**config.mk**
```make
export PLATFORM = sky130hd
export DESIGN_NAME = ps2_scancode_decoder_flat
export DESIGN_NICKNAME = d
export VERILOG_FILES = /design/src/rtl/ps2_scancode_decoder_pkg.sv /design/src/rtl/ps2_scancode_decoder_if.sv /design/src/rtl/ps2_scancode_decoder_fifo.sv /design/src/rtl/ps2_scancode_decoder.sv /design/src/flat_wrapper.sv
export SDC_FILE = /design/constraint.sdc
export NUM_CORES = 1
export LEC_CHECK = 0
export CORE_MARGIN = 5
export CORE_UTILIZATION = 35
export DETAILED_ROUTE_END_ITERATION = 12
export PLACE_DENSITY_LB_ADDON = 0.05
export SLEW_MARGIN = 30
export SYNTH_ARGS = -nofsm -noshare
export SYNTH_HDL_FRONTEND = slang
export SYNTH_SLANG_ARGS = --single-unit
```
**constraint.sdc**
```tcl
create_clock -name clk -period 7.2 [get_ports clk]
set_clock_uncertainty 0.15 [all_clocks]
set_input_delay 1.44 -clock clk [delete_from_list [all_inputs] [get_ports clk]]
set_output_delay 1.44 -clock clk [all_outputs]
set_load 0.02 [all_outputs]
```
**src/rtl/ps2_scancode_decoder_pkg.sv**
```systemverilog
// ps2_scancode_decoder_pkg: shared scancode constants, FSM states and event layout for the PS/2 decoder.
package ps2_pkg;
    localparam logic [7:0] SC_E0 = 8'hE0;
    localparam logic [7:0] SC_F0 = 8'hF0;
    localparam logic [7:0] SC_E1 = 8'hE1;
    localparam logic [7:0] SC_LSHIFT = 8'h12;
    localparam logic [7:0] SC_RSHIFT = 8'h59;
    localparam logic [7:0] SC_CTRL = 8'h14;
    localparam logic [7:0] SC_ALT = 8'h11;
    localparam logic [7:0] SC_CAPS = 8'h58;
    localparam logic [7:0] DISCARD_LIST [6] = '{8'hAA, 8'hFA, 8'hEE, 8'hFE, 8'h00, 8'hFF};
    localparam int FIFO_DEPTH = 4;
    localparam logic [2:0] PAUSE_LAST = 3'd6;
    typedef enum logic [2:0] {S_BASE, S_EXT, S_BRK, S_EXT_BRK, S_PAUSE} state_t;
    typedef struct packed {
        logic ext;
        logic brk;
        logic [7:0] code;
    } ev_t;
    function automatic logic is_discard(input logic [7:0] b);
        for (int i = 0; i < 6; i++)
            if (b == DISCARD_LIST[i]) return 1'b1;
        return 1'b0;
    endfunction
endpackage

```
**src/rtl/ps2_scancode_decoder_if.sv**
```systemverilog
// ps2_scancode_decoder_if: byte input, event FIFO head/pop and status bundle; master = front end/consumer, slave = decoder.
interface ps2_scancode_decoder_if;
    logic [7:0] rx_data;
    logic       rx_valid;
    logic       rx_error;
    logic       ev_pop;
    logic       ev_valid;
    logic [7:0] ev_code;
    logic       ev_ext;
    logic       ev_break;
    logic       overflow;
    logic       rx_err_flag;
    logic       shift;
    logic       ctrl;
    logic       alt;
    logic       caps_lock;
    modport master (
        output rx_data, rx_valid, rx_error, ev_pop,
        input  ev_valid, ev_code, ev_ext, ev_break, overflow, rx_err_flag, shift, ctrl, alt, caps_lock
    );
    modport slave (
        input  rx_data, rx_valid, rx_error, ev_pop,
        output ev_valid, ev_code, ev_ext, ev_break, overflow, rx_err_flag, shift, ctrl, alt, caps_lock
    );
endinterface

```
**src/rtl/ps2_scancode_decoder_fifo.sv**
```systemverilog
// event_fifo: synchronous FIFO; ports push_i/din_i, pop_i/dout_o, full_o, empty_o, count_o; clk, async active-high rst.
module event_fifo #(
    parameter int WIDTH = 10,
    parameter int DEPTH = 4
) (
    input  logic                       clk,
    input  logic                       rst,
    input  logic                       push_i,
    input  logic [WIDTH-1:0]           din_i,
    input  logic                       pop_i,
    output logic [WIDTH-1:0]           dout_o,
    output logic                       full_o,
    output logic                       empty_o,
    output logic [$clog2(DEPTH+1)-1:0] count_o
);
    localparam int AW = $clog2(DEPTH);
    localparam int CW = $clog2(DEPTH + 1);
    logic [WIDTH-1:0] mem_q [DEPTH];
    logic [AW-1:0] wr_q, rd_q;
    logic [CW-1:0] cnt_q;
    logic do_push, do_pop;
    assign full_o  = cnt_q == CW'(DEPTH);
    assign empty_o = cnt_q == '0;
    assign count_o = cnt_q;
    assign dout_o  = mem_q[rd_q];
    // a pop on empty is ignored; a push on full only lands if a pop frees a slot in the same cycle
    assign do_pop  = pop_i && !empty_o;
    assign do_push = push_i && (!full_o || do_pop);
    always_ff @(posedge clk)
        if (do_push) mem_q[wr_q] <= din_i;
    always_ff @(posedge clk or posedge rst) begin
        if (rst) begin
            wr_q  <= '0;
            rd_q  <= '0;
            cnt_q <= '0;
        end else begin
            if (do_push) wr_q <= (wr_q == AW'(DEPTH - 1)) ? '0 : wr_q + 1'b1;
            if (do_pop) rd_q <= (rd_q == AW'(DEPTH - 1)) ? '0 : rd_q + 1'b1;
            cnt_q <= cnt_q + CW'(do_push) - CW'(do_pop);
        end
    end
endmodule

```
**src/rtl/ps2_scancode_decoder.sv**
```systemverilog
// ps2_scancode_decoder: PS/2 set-2 prefix decoder with event FIFO and modifier tracking; clk, async active-high rst, dec_if (slave).
module ps2_scancode_decoder
    import ps2_pkg::*;
(
    input logic                  clk,
    input logic                  rst,
    ps2_scancode_decoder_if.slave dec_if
);
    localparam int CW = $clog2(FIFO_DEPTH + 1);
    state_t state_q, state_d;
    logic [2:0] cnt_q, cnt_d;
    logic rx_valid_q, accept, push, is_pause;
    logic overflow_q, err_q, lshift_q, rshift_q, lctrl_q, rctrl_q, lalt_q, ralt_q, caps_q, caps_held_q;
    logic [7:0] b;
    ev_t ev, head;
    logic fifo_full, fifo_empty;
    logic [CW-1:0] fifo_count;
    assign b = dec_if.rx_data;
    // rising edge of the valid level: one acceptance per byte however long it is held
    assign accept = dec_if.rx_valid && !rx_valid_q;
    always_comb begin
        state_d  = state_q;
        cnt_d    = cnt_q;
        push     = 1'b0;
        is_pause = 1'b0;
        ev       = '{ext: 1'b0, brk: 1'b0, code: b};
        if (accept) begin
            if (dec_if.rx_error) begin
                state_d = S_BASE;
                cnt_d   = '0;
            end else begin
                case (state_q)
                    S_BASE: begin
                        if (b == SC_E0) state_d = S_EXT;
                        else if (b == SC_F0) state_d = S_BRK;
                        else if (b == SC_E1) begin
                            state_d = S_PAUSE;
                            cnt_d   = '0;
                        end else push = !is_discard(b);
                    end
                    S_EXT: begin
                        if (b == SC_F0) state_d = S_EXT_BRK;
                        else begin
                            ev.ext  = 1'b1;
                            push    = 1'b1;
                            state_d = S_BASE;
                        end
                    end
                    S_BRK: begin
                        ev.brk  = 1'b1;
                        push    = 1'b1;
                        state_d = S_BASE;
                    end
                    S_EXT_BRK: begin
                        ev.ext  = 1'b1;
                        ev.brk  = 1'b1;
                        push    = 1'b1;
                        state_d = S_BASE;
                    end
                    S_PAUSE: begin
                        // the pause sequence carries 7 bytes after E1; report it once as a bare E1
                        if (cnt_q == PAUSE_LAST) begin
                            ev.code  = SC_E1;
                            is_pause = 1'b1;
                            push     = 1'b1;
                            state_d  = S_BASE;
                            cnt_d    = '0;
                        end else cnt_d = cnt_q + 3'd1;
                    end
                    default: state_d = S_BASE;
                endcase
            end
        end
    end
    always_ff @(posedge clk or posedge rst) begin
        if (rst) begin
            state_q     <= S_BASE;
            cnt_q       <= '0;
            rx_valid_q  <= 1'b0;
            overflow_q  <= 1'b0;
            err_q       <= 1'b0;
            lshift_q    <= 1'b0;
            rshift_q    <= 1'b0;
            lctrl_q     <= 1'b0;
            rctrl_q     <= 1'b0;
            lalt_q      <= 1'b0;
            ralt_q      <= 1'b0;
            caps_q      <= 1'b0;
            caps_held_q <= 1'b0;
        end else begin
            state_q    <= state_d;
            cnt_q      <= cnt_d;
            rx_valid_q <= dec_if.rx_valid;
            if (accept && dec_if.rx_error) err_q <= 1'b1;
            if (push && fifo_full && !dec_if.ev_pop) overflow_q <= 1'b1;
            // modifiers follow every decoded event, including ones the full FIFO drops
            if (push && !is_pause) begin
                if (!ev.ext && ev.code == SC_LSHIFT) lshift_q <= !ev.brk;
                if (!ev.ext && ev.code == SC_RSHIFT) rshift_q <= !ev.brk;
                if (!ev.ext && ev.code == SC_CTRL) lctrl_q <= !ev.brk;
                if (ev.ext && ev.code == SC_CTRL) rctrl_q <= !ev.brk;
                if (!ev.ext && ev.code == SC_ALT) lalt_q <= !ev.brk;
                if (ev.ext && ev.code == SC_ALT) ralt_q <= !ev.brk;
                // caps_held suppresses toggling on typematic repeats of the make code
                if (!ev.ext && ev.code == SC_CAPS) begin
                    if (ev.brk) caps_held_q <= 1'b0;
                    else if (!caps_held_q) begin
                        caps_q      <= !caps_q;
                        caps_held_q <= 1'b1;
                    end
                end
            end
        end
    end
    event_fifo #(.WIDTH($bits(ev_t)), .DEPTH(FIFO_DEPTH)) u_fifo (
        .clk     (clk),
        .rst     (rst),
        .push_i  (push),
        .din_i   (ev),
        .pop_i   (dec_if.ev_pop),
        .dout_o  (head),
        .full_o  (fifo_full),
        .empty_o (fifo_empty),
        .count_o (fifo_count)
    );
    assign dec_if.ev_valid    = fifo_count != '0;
    assign dec_if.ev_code     = fifo_empty ? 8'h00 : head.code;
    assign dec_if.ev_ext      = !fifo_empty && head.ext;
    assign dec_if.ev_break    = !fifo_empty && head.brk;
    assign dec_if.overflow    = overflow_q;
    assign dec_if.rx_err_flag = err_q;
    assign dec_if.shift       = lshift_q || rshift_q;
    assign dec_if.ctrl        = lctrl_q || rctrl_q;
    assign dec_if.alt         = lalt_q || ralt_q;
    assign dec_if.caps_lock   = caps_q;
endmodule

```
**src/flat_wrapper.sv**
```systemverilog
// flat-port wrapper written by rule: the top's interface ports become plain ports
module ps2_scancode_decoder_flat import ps2_pkg::*;
  (clk, rst, dec_if_rx_data, dec_if_rx_valid, dec_if_rx_error, dec_if_ev_pop, dec_if_ev_valid, dec_if_ev_code, dec_if_ev_ext, dec_if_ev_break, dec_if_overflow, dec_if_rx_err_flag, dec_if_shift, dec_if_ctrl, dec_if_alt, dec_if_caps_lock);
  ps2_scancode_decoder_if dec_if_i ();
  input logic clk;
  input logic rst;
  input wire logic [$bits(dec_if_i.rx_data)-1:0] dec_if_rx_data;
  input wire logic [$bits(dec_if_i.rx_valid)-1:0] dec_if_rx_valid;
  input wire logic [$bits(dec_if_i.rx_error)-1:0] dec_if_rx_error;
  input wire logic [$bits(dec_if_i.ev_pop)-1:0] dec_if_ev_pop;
  output wire logic [$bits(dec_if_i.ev_valid)-1:0] dec_if_ev_valid;
  output wire logic [$bits(dec_if_i.ev_code)-1:0] dec_if_ev_code;
  output wire logic [$bits(dec_if_i.ev_ext)-1:0] dec_if_ev_ext;
  output wire logic [$bits(dec_if_i.ev_break)-1:0] dec_if_ev_break;
  output wire logic [$bits(dec_if_i.overflow)-1:0] dec_if_overflow;
  output wire logic [$bits(dec_if_i.rx_err_flag)-1:0] dec_if_rx_err_flag;
  output wire logic [$bits(dec_if_i.shift)-1:0] dec_if_shift;
  output wire logic [$bits(dec_if_i.ctrl)-1:0] dec_if_ctrl;
  output wire logic [$bits(dec_if_i.alt)-1:0] dec_if_alt;
  output wire logic [$bits(dec_if_i.caps_lock)-1:0] dec_if_caps_lock;
  assign dec_if_i.rx_data = dec_if_rx_data;
  assign dec_if_i.rx_valid = dec_if_rx_valid;
  assign dec_if_i.rx_error = dec_if_rx_error;
  assign dec_if_i.ev_pop = dec_if_ev_pop;
  assign dec_if_ev_valid = dec_if_i.ev_valid;
  assign dec_if_ev_code = dec_if_i.ev_code;
  assign dec_if_ev_ext = dec_if_i.ev_ext;
  assign dec_if_ev_break = dec_if_i.ev_break;
  assign dec_if_overflow = dec_if_i.overflow;
  assign dec_if_rx_err_flag = dec_if_i.rx_err_flag;
  assign dec_if_shift = dec_if_i.shift;
  assign dec_if_ctrl = dec_if_i.ctrl;
  assign dec_if_alt = dec_if_i.alt;
  assign dec_if_caps_lock = dec_if_i.caps_lock;
  ps2_scancode_decoder u_core (.clk(clk), .rst(rst), .dec_if(dec_if_i));
endmodule
```
# ---- Yosys cells after proc, flatten, opt, wreduce, memory -nomap -nowiden
# Memory sizes are Yosys's and may differ from the RTL's.
# Index checks and enable logic that the tools add are counted.
dict set report totals {
  reg_bits 24
  mem_bits_rw 40
  inputBits 13
  output_inout_bits 17
  wordCells 222
  mem_count 1
}
# name depth width read_ports rd_clocked_by_memory_dff wr line
set mem_list {}
lappend mem_list {u_core.u_fifo.mem_q 4 10 1 0 1 ps2_scancode_decoder_fifo.sv:18} ;# logic [WIDTH-1:0] mem_q [DEPTH];
dict set report classes {
  add_sub_neg 5
  n_eq_ne 26
  mux 127
  bitwise 2
  reduce_logical 45
}
# cell count
set ops {}
lappend ops {{$mux W1} 105}
lappend ops {{$eq A8 B8 Y1 const B} 8}
lappend ops {{$mux W3} 10}
lappend ops {{$eq A8 B5 Y1 const B} 3}
lappend ops {{$mux W8} 3}
lappend ops {{$mux W10} 2}
lappend ops {{$eq A8 B7 Y1 const B} 2}
lappend ops {{$logic_and A1 B1 Y1} 16}
lappend ops {{$reduce_and A2 Y1} 7}
lappend ops {{$eq A3 B3 Y1 const B} 3}
lappend ops {{$logic_not A1 Y1} 9}
lappend ops {{$pmux W3 S3} 1}
lappend ops {{$logic_not A8 Y1} 1}
lappend ops {{$eq A3 B2 Y1 const B} 2}
lappend ops {{$logic_not A3 Y1} 2}
lappend ops {{$mux W2} 3}
lappend ops {{$ne A3 B2 Y1 const B} 2}
lappend ops {{$ne A3 B3 Y1 const B} 2}
lappend ops {{$pmux W3 S2} 1}
lappend ops {{$reduce_bool A3 Y1} 2}
lappend ops {{$ne A5 B2 Y1 const B} 1}
lappend ops {{$reduce_and A5 Y1} 1}
lappend ops {{$add A2 B1 Y2 const B} 2}
lappend ops {{$eq A2 B2 Y1 const B} 2}
lappend ops {{other kinds (11)} 15}

# ---- Logic depth before layout (Yosys ltp)
dict set report depth {
  ltp_word 70
  ltp_mapped 14
  ltp_nobuf 13
}

# ---- Modules after synthesis
# From an unflattened synthesis, not the netlist that was laid out.
dict set report unflattened {
  cells_unflattened 231
  area_unflattened_um2 3131.8
}
# module n_inst cells_per_inst area_per_inst_um2 seq_area_each_um2
set by_module_without_submodules {}
lappend by_module_without_submodules {event_fifo 1 89 1885.6 1376.3}
lappend by_module_without_submodules {ps2_scancode_decoder 1 142 1246.2 425.4}

# ---- Worst setup path before layout
# Ideal clock, no wire load.
dict set report synth_timing {
  path_kind {input to register}
  startpoint {in dec_if_rx_data[0]}
  endpoint {reg u_core.u_fifo.cnt_q[2] (netlist: u_core.u_fifo.count_o[2])}
  setup_time_ns 0.123
  t_arrival_ns 3.881
  t_required_ns 6.927
  setup_slack_ns 3.047
  path_stages 14
  path_buffers 1
  cell_sequence {buf_2 or4_4 o21ai_0 a21oi_1 a21oi_1 a211oi_2 inv_1 ha_1 inv_1 ha_1 inv_1 fa_1 xnor2_1 xnor2_1}
}
dict set report synth_via {
  elab_chain_len 41
  elab_cells_between_ends 104
  classes_between {2 x add/sub; 8 x eq/ne; 91 x mux; 3 x reduce/logical}
}
# element line
set synth_rtl {}
lappend synth_rtl {{start, declared} flat_wrapper.sv:7} ;# input wire logic [$bits(dec_if_i.rx_data)-1:0] dec_if_rx_data;
lappend synth_rtl {{$eq A8 B8 Y1} ps2_scancode_decoder_pkg.sv:22} ;# if (b == DISCARD_LIST[i]) return 1'b1;
lappend synth_rtl {{$mux W1} ps2_scancode_decoder_pkg.sv:22}
lappend synth_rtl {{$mux W1} ps2_scancode_decoder_pkg.sv:21} ;# for (int i = 0; i < 6; i++)
lappend synth_rtl {{$mux W1} ps2_scancode_decoder.sv:36} ;# else if (b == SC_E1) begin
lappend synth_rtl {{$mux W1} ps2_scancode_decoder.sv:35} ;# else if (b == SC_F0) state_d = S_BRK;
lappend synth_rtl {{$mux W1} ps2_scancode_decoder.sv:34} ;# if (b == SC_E0) state_d = S_EXT;
lappend synth_rtl {{$mux W1} ps2_scancode_decoder.sv:32} ;# case (state_q)
lappend synth_rtl {{$mux W1} ps2_scancode_decoder.sv:28} ;# if (dec_if.rx_error) begin
lappend synth_rtl {{[... 25 more ...]} --}
lappend synth_rtl {{$mux W1} ps2_scancode_decoder.sv:35}
lappend synth_rtl {{$mux W1} ps2_scancode_decoder.sv:34}
lappend synth_rtl {{$pmux W1 S4 (*)} ps2_scancode_decoder.sv:32}
lappend synth_rtl {{$mux W1 (*)} ps2_scancode_decoder.sv:28}
lappend synth_rtl {{$mux W1 (*)} ps2_scancode_decoder.sv:27} ;# if (accept) begin
lappend synth_rtl {{$logic_and A1 B1 Y1 (*)} ps2_scancode_decoder_fifo.sv:28} ;# assign do_push = push_i && (!full_o || do_pop);
lappend synth_rtl {{$add A3 B1 Y3 (*)} ps2_scancode_decoder_fifo.sv:39} ;# cnt_q <= cnt_q + CW'(do_push) - CW'(do_pop);
lappend synth_rtl {{$sub A3 B1 Y3 (*)} ps2_scancode_decoder_fifo.sv:39}
lappend synth_rtl {{end signal, assigned} ps2_scancode_decoder_fifo.sv:39}
lappend synth_rtl {{end, declared} ps2_scancode_decoder_fifo.sv:20} ;# logic [CW-1:0] cnt_q;
# Every way passes the cells marked *; elsewhere a longest branch is shown, timed or not. The select of a mux whose other input is x is not followed.
# A chain may end at the register's enable or synchronous reset.

# ---- Worst setup path in the final report
dict set report layout_timing {
  startpoint {in dec_if_rx_data[4]}
  endpoint {reg u_core.u_fifo.cnt_q[2] (netlist: u_core.u_fifo.count_o[2])}
}
# Same word-level chain as after synthesis.

==> run_results.csv <==
group,metric,value,unit
status,outcome,"complete, no violations",
yosys,synth-xor-area-share,1.110,%
setup_path,crit-reg2reg-capture,"u_core.u_fifo.count_o[2]$_DFF_PP0_",
setup_path,worst_ep_arrival_time,4540,ps
floorplan,initial_core_util,36.02,%
timing,final-setup-viol-count,0,
clock_tree,cts-root-buf,"sky130_fd_sc_hd__clkbuf_8",
setup_path,r2r_start,"u_core.state_q[1]$_DFFE_PP0P_",
clock_tree,max-clock-path-buffers,2,
power,worst_ir_drop_vdd,91.57,µV
yosys,yosysUniqueCellTypes,56,
global_route,global_route_wire_length_before_repair,10810,µm
cells_and_area,commonest_non_fill_non_tap_cell_in_the_layout,"sky130_fd_sc_hd__edfxtp_1",
clock_tree,clkSlewWorstSetupHoldPaths,80,ps
floorplan,boundaryPins,30,
yosys,synth-async-reset-ratio,37.50,%
cells_and_area,layout.cells.non_filler,377,
detailed_routing,drt_iter0_drc,106,
timing,tightest_slew_margin_relative_to_the_limit,50.37,%
worst_hold_path,hold_class,"flop to flop",
floorplan,core_region_area,8763,µm²
timing,rsz0062_at_grt,"false",
power,power_frac_clock,27.7,%
clock_tree,clock_tree_from_tritoncts,"built",
detailed_routing,drc,0,
setup_path,crit_required,7280,ps
timing,finalWorstPathRequiredPeriod,4457,ps
detailed_routing,antenna_left,0,
global_route,grt_max_degree,25,
placed_design,gpl.final_weighted_congestion,0.8035,
detailed_routing,vias_per_instance,5.172,
cells_and_area,layout.cells.most_common_list,"sky130_fd_sc_hd__edfxtp_1 (40), sky130_fd_sc_hd__clkdlybuf4s50_1 (29), sky130_fd_sc_hd__dfrtp_1 (24), sky130_fd_sc_hd__and2_1 (14)",
global_route,antenna_found_initial,0,
yosys,dominant_combinational_cell_family_by_area_after_synthesis,"simple AND/OR/NAND/NOR gates",
power,swShare,30.23,%
floorplan,die_w,105.0,µm
floorplan,placementRows,34,
yosys,yosys-mux-area-fraction,9.394,%
timing,period_share,61.91,%
cells_and_area,area_growth_syn_to_layout,17.88,%
yosys,post_synth_fa_ha_maj_area_fraction,3.409,%
global_route,gr-usage-all-layers,12.49,%
yosys,post_synth.cell_area_avg,13.43,µm²
cells_and_area,antenna_cells_inserted,0,
cells_and_area,drive_gt1_share,19.33,%
clock_tree,cts_resized,0,
yosys,synth.net_count,256,
yosys,synth_enable_flop_cells,40,
clock_tree,clk-insertion-delay-late,340,ps
setup_path,crit_path_end,"u_core.u_fifo.count_o[2]$_DFF_PP0_",
power,switchingPower,338.4,µW
floorplan,chipHeight,105.0,µm
setup_path,crit_path_start,"dec_if_rx_data[4]",
clock_tree,h_tree_levels,3,
detailed_routing,num_vias,1950,
timing,timing_hold_violations_final,0,
clock_tree,cts_post_setup_buffers_inserted,0,
global_route,first_global_vias,2052,
flow_run,maxCapViolations,0,
detailed_routing,dr.pass1.iters,6,
setup_path,rr_worst_depth,12,
power,internal,781.1,µW
setup_path,critical_path.startpoint_type,"input port",
global_route,globalRoute.totalOverflow,0,
yosys,synth_area,3157,µm²
setup_path,criticalPathCategory,"input port to flop",
cells_and_area,layout.filler_cells,836,
power,share_seq_of_total_power,42.9,%
yosys,synth_top_flop_cell,"sky130_fd_sc_hd__edfxtp_1",
clock_tree,cts_buffers,9,
power,leakage,0.001377,µW
timing,tightestPinTransition,744.5,ps
timing,final.setup.tns,0,ps
clock_tree,numClockSinks,64,
power,share_comb_of_total_power,29.4,%
setup_path,critical_path.endpoint_type,"flop",
worst_hold_path,min_path_cells,1,
floorplan,die_area,11020,µm²
timing,fmax,224.3,MHz
yosys,synthCells,235,
timing,timing.final.max_slew_violations,0,
setup_path,timing.critical_path.fanout_max,11,
yosys,synthesized_area_fraction_occupied_by_ao_oa_aoi_and_oai_cells,9.195,%
yosys,synth-simple-area-share,16.41,%
yosys,synth_seq_area_share,57.07,%
detailed_routing,wire_length_per_cell_after_detailed_routing,17.08,µm
cells_and_area,finish.net_count,285,
yosys,synth.yosys.warnings,0,
yosys,ys_ff_latch,64,
clock_tree,cts_hold_buffers,0,
detailed_routing,route.final.wire_length,6440,µm
placed_design,dp_hpwl,4414,µm
power,power.density_cell_area,300.9,nW/µm²
placed_design,port_buffers,29,
setup_path,r2r_slack,3860,ps
placed_design,numPlacedInstances,361,
-- cell type report --
cell class	instances	area, µm²	share of cell area (%)
inverters	13	48.80	1.311
multi-input cells	147	1247	33.52
clock buffers	11	141.4	3.800
well taps	108	135.1	3.631
repair buffers	29	290.3	7.801
clock inverters	5	56.30	1.513
flip-flops and latches	64	1802	48.42
-- flip-flops by register name, indices dropped and copies added, names as in the netlist --
signal and cells:
u_core.lalt_q 1, u_core.dec_if.overflow 1, u_core.u_fifo.mem_q 40, u_core.dec_if.rx_err_flag 1
u_core.cnt_q 3, u_core.state_q 3, u_core.caps_held_q 1, u_core.rshift_q 1
u_core.rctrl_q 1, u_core.ralt_q 1, u_core.rx_valid_q 1, u_core.u_fifo.count_o 3
u_core.dec_if.caps_lock 1, u_core.lctrl_q 1, u_core.lshift_q 1, u_core.u_fifo.wr_q 2
u_core.u_fifo.rd_q 2
-- cell usage after synthesis, types with 2 or more instances --
library cell / count / area, µm²
sky130_fd_sc_hd__a31oi_1: 3 / 18.77
sky130_fd_sc_hd__nor2b_1: 2 / 12.51
sky130_fd_sc_hd__mux2_2: 4 / 45.04
sky130_fd_sc_hd__inv_1: 13 / 48.80
sky130_fd_sc_hd__mux4_2: 10 / 225.2
sky130_fd_sc_hd__and2_1: 14 / 87.58
sky130_fd_sc_hd__nand2_1: 7 / 26.28
sky130_fd_sc_hd__xnor2_1: 2 / 17.52
sky130_fd_sc_hd__buf_2: 2 / 10.01
sky130_fd_sc_hd__or4_4: 2 / 22.52
sky130_fd_sc_hd__xor2_1: 2 / 17.52
sky130_fd_sc_hd__and2_2: 4 / 30.03
sky130_fd_sc_hd__or3_1: 2 / 12.51
sky130_fd_sc_hd__a21oi_1: 5 / 25.02
sky130_fd_sc_hd__or2_2: 5 / 31.28
sky130_fd_sc_hd__nand4_1: 4 / 25.02
sky130_fd_sc_hd__nand3b_1: 3 / 22.52
sky130_fd_sc_hd__clkbuf_1: 6 / 22.52
sky130_fd_sc_hd__a21o_1: 3 / 22.52
sky130_fd_sc_hd__ha_1: 7 / 87.58
sky130_fd_sc_hd__o31ai_1: 6 / 45.04
sky130_fd_sc_hd__or2b_1: 4 / 30.03
sky130_fd_sc_hd__edfxtp_1: 40 / 1201
sky130_fd_sc_hd__nor3_1: 7 / 35.03
sky130_fd_sc_hd__nor4b_1: 2 / 17.52
sky130_fd_sc_hd__o21ai_0: 12 / 60.06
sky130_fd_sc_hd__dfrtp_1: 24 / 600.6
sky130_fd_sc_hd__nor2_1: 9 / 33.78
sky130_fd_sc_hd__nand3_1: 3 / 15.01
sky130_fd_sc_hd__buf_6: 2 / 22.52
-- logic make-up (layout without fill, tap and decap cells) --
logic type | count (synthesis) | after routing
flip-flops | 64 | 64
XOR/XNOR | 4 | 4
AND/OR/NAND/NOR | 80 | 80
multiplexers | 16 | 16
AO/OA/AOI/OAI | 39 | 39
buffers and inverters | 24 | 58
adder cells (fa/ha/maj) | 8 | 8
-- layer usage --
metal	vias to the layer above	track usage [%]	share of wire, %
met2	44	19.78	48
li1	940	-	-
met3	7	3.514	4.5
met4	0	4.566	1.1
met1	959	16.35	46
met5	-	0	0
-- critical path, stage by stage --
cell	delay (ps)
sky130_fd_sc_hd__clkdlybuf4s50_1	710
sky130_fd_sc_hd__a2111oi_0	170
sky130_fd_sc_hd__a31oi_1	160
sky130_fd_sc_hd__o22a_1	220
sky130_fd_sc_hd__a21oi_1	120
sky130_fd_sc_hd__a211oi_2	460
sky130_fd_sc_hd__inv_1	90
sky130_fd_sc_hd__ha_1	300
sky130_fd_sc_hd__inv_1	50
sky130_fd_sc_hd__ha_1	120
sky130_fd_sc_hd__inv_1	40
sky130_fd_sc_hd__fa_1	370
sky130_fd_sc_hd__xnor2_1	140
sky130_fd_sc_hd__xnor2_1	130
-- power groups by stage --
stage / Combinational [µW] / Sequential (µW) / Clock (µW)
6_report: 329 / 480 / 310
3_3_place_gp: 336 / 492 / 0
4_1_cts: 337 / 483 / 321
2_1_floorplan: 235 / 460 / 0
5_1_grt: 362 / 490 / 337
3_5_place_dp: 336 / 491 / 0
-- stage by stage --
| stage | hold WS [ps] | total power (µW) | util, % | area, µm² | worst slack (ps) |
|---|---|---|---|---|---|
| global placement | 292.5 | 828.1 | 40.21 | 3523 | 2407 |
| floorplan | 299.0 | 694.7 | - | 3157 | 3047 |
| global route | 349.8 | 1189 | 42.46 | 3721 | 2360 |
| CTS | 315.4 | 1141 | 42.46 | 3721 | 2720 |
| detailed placement | 297.7 | 826.9 | 40.21 | 3523 | 2350 |
| finish | 310.8 | 1120 | 42.46 | 3721 | 2743 |
-- worst min path at each step --
stage / start / endpoint / slack (ps)
floorplan: u_core.lshift_q$_DFFE_PP0P_ / u_core.lshift_q$_DFFE_PP0P_ / 300
global placement: u_core.dec_if.rx_err_flag$_DFFE_PP0P_ / u_core.dec_if.rx_err_flag$_DFFE_PP0P_ / 290
detailed placement: u_core.dec_if.rx_err_flag$_DFFE_PP0P_ / u_core.dec_if.rx_err_flag$_DFFE_PP0P_ / 300
CTS: u_core.dec_if.rx_err_flag$_DFFE_PP0P_ / u_core.dec_if.rx_err_flag$_DFFE_PP0P_ / 320
global route: u_core.dec_if.rx_err_flag$_DFFE_PP0P_ / u_core.dec_if.rx_err_flag$_DFFE_PP0P_ / 350
finish: u_core.dec_if.rx_err_flag$_DFFE_PP0P_ / u_core.dec_if.rx_err_flag$_DFFE_PP0P_ / 310
Note: power is estimated with default switching activity, not from simulation.
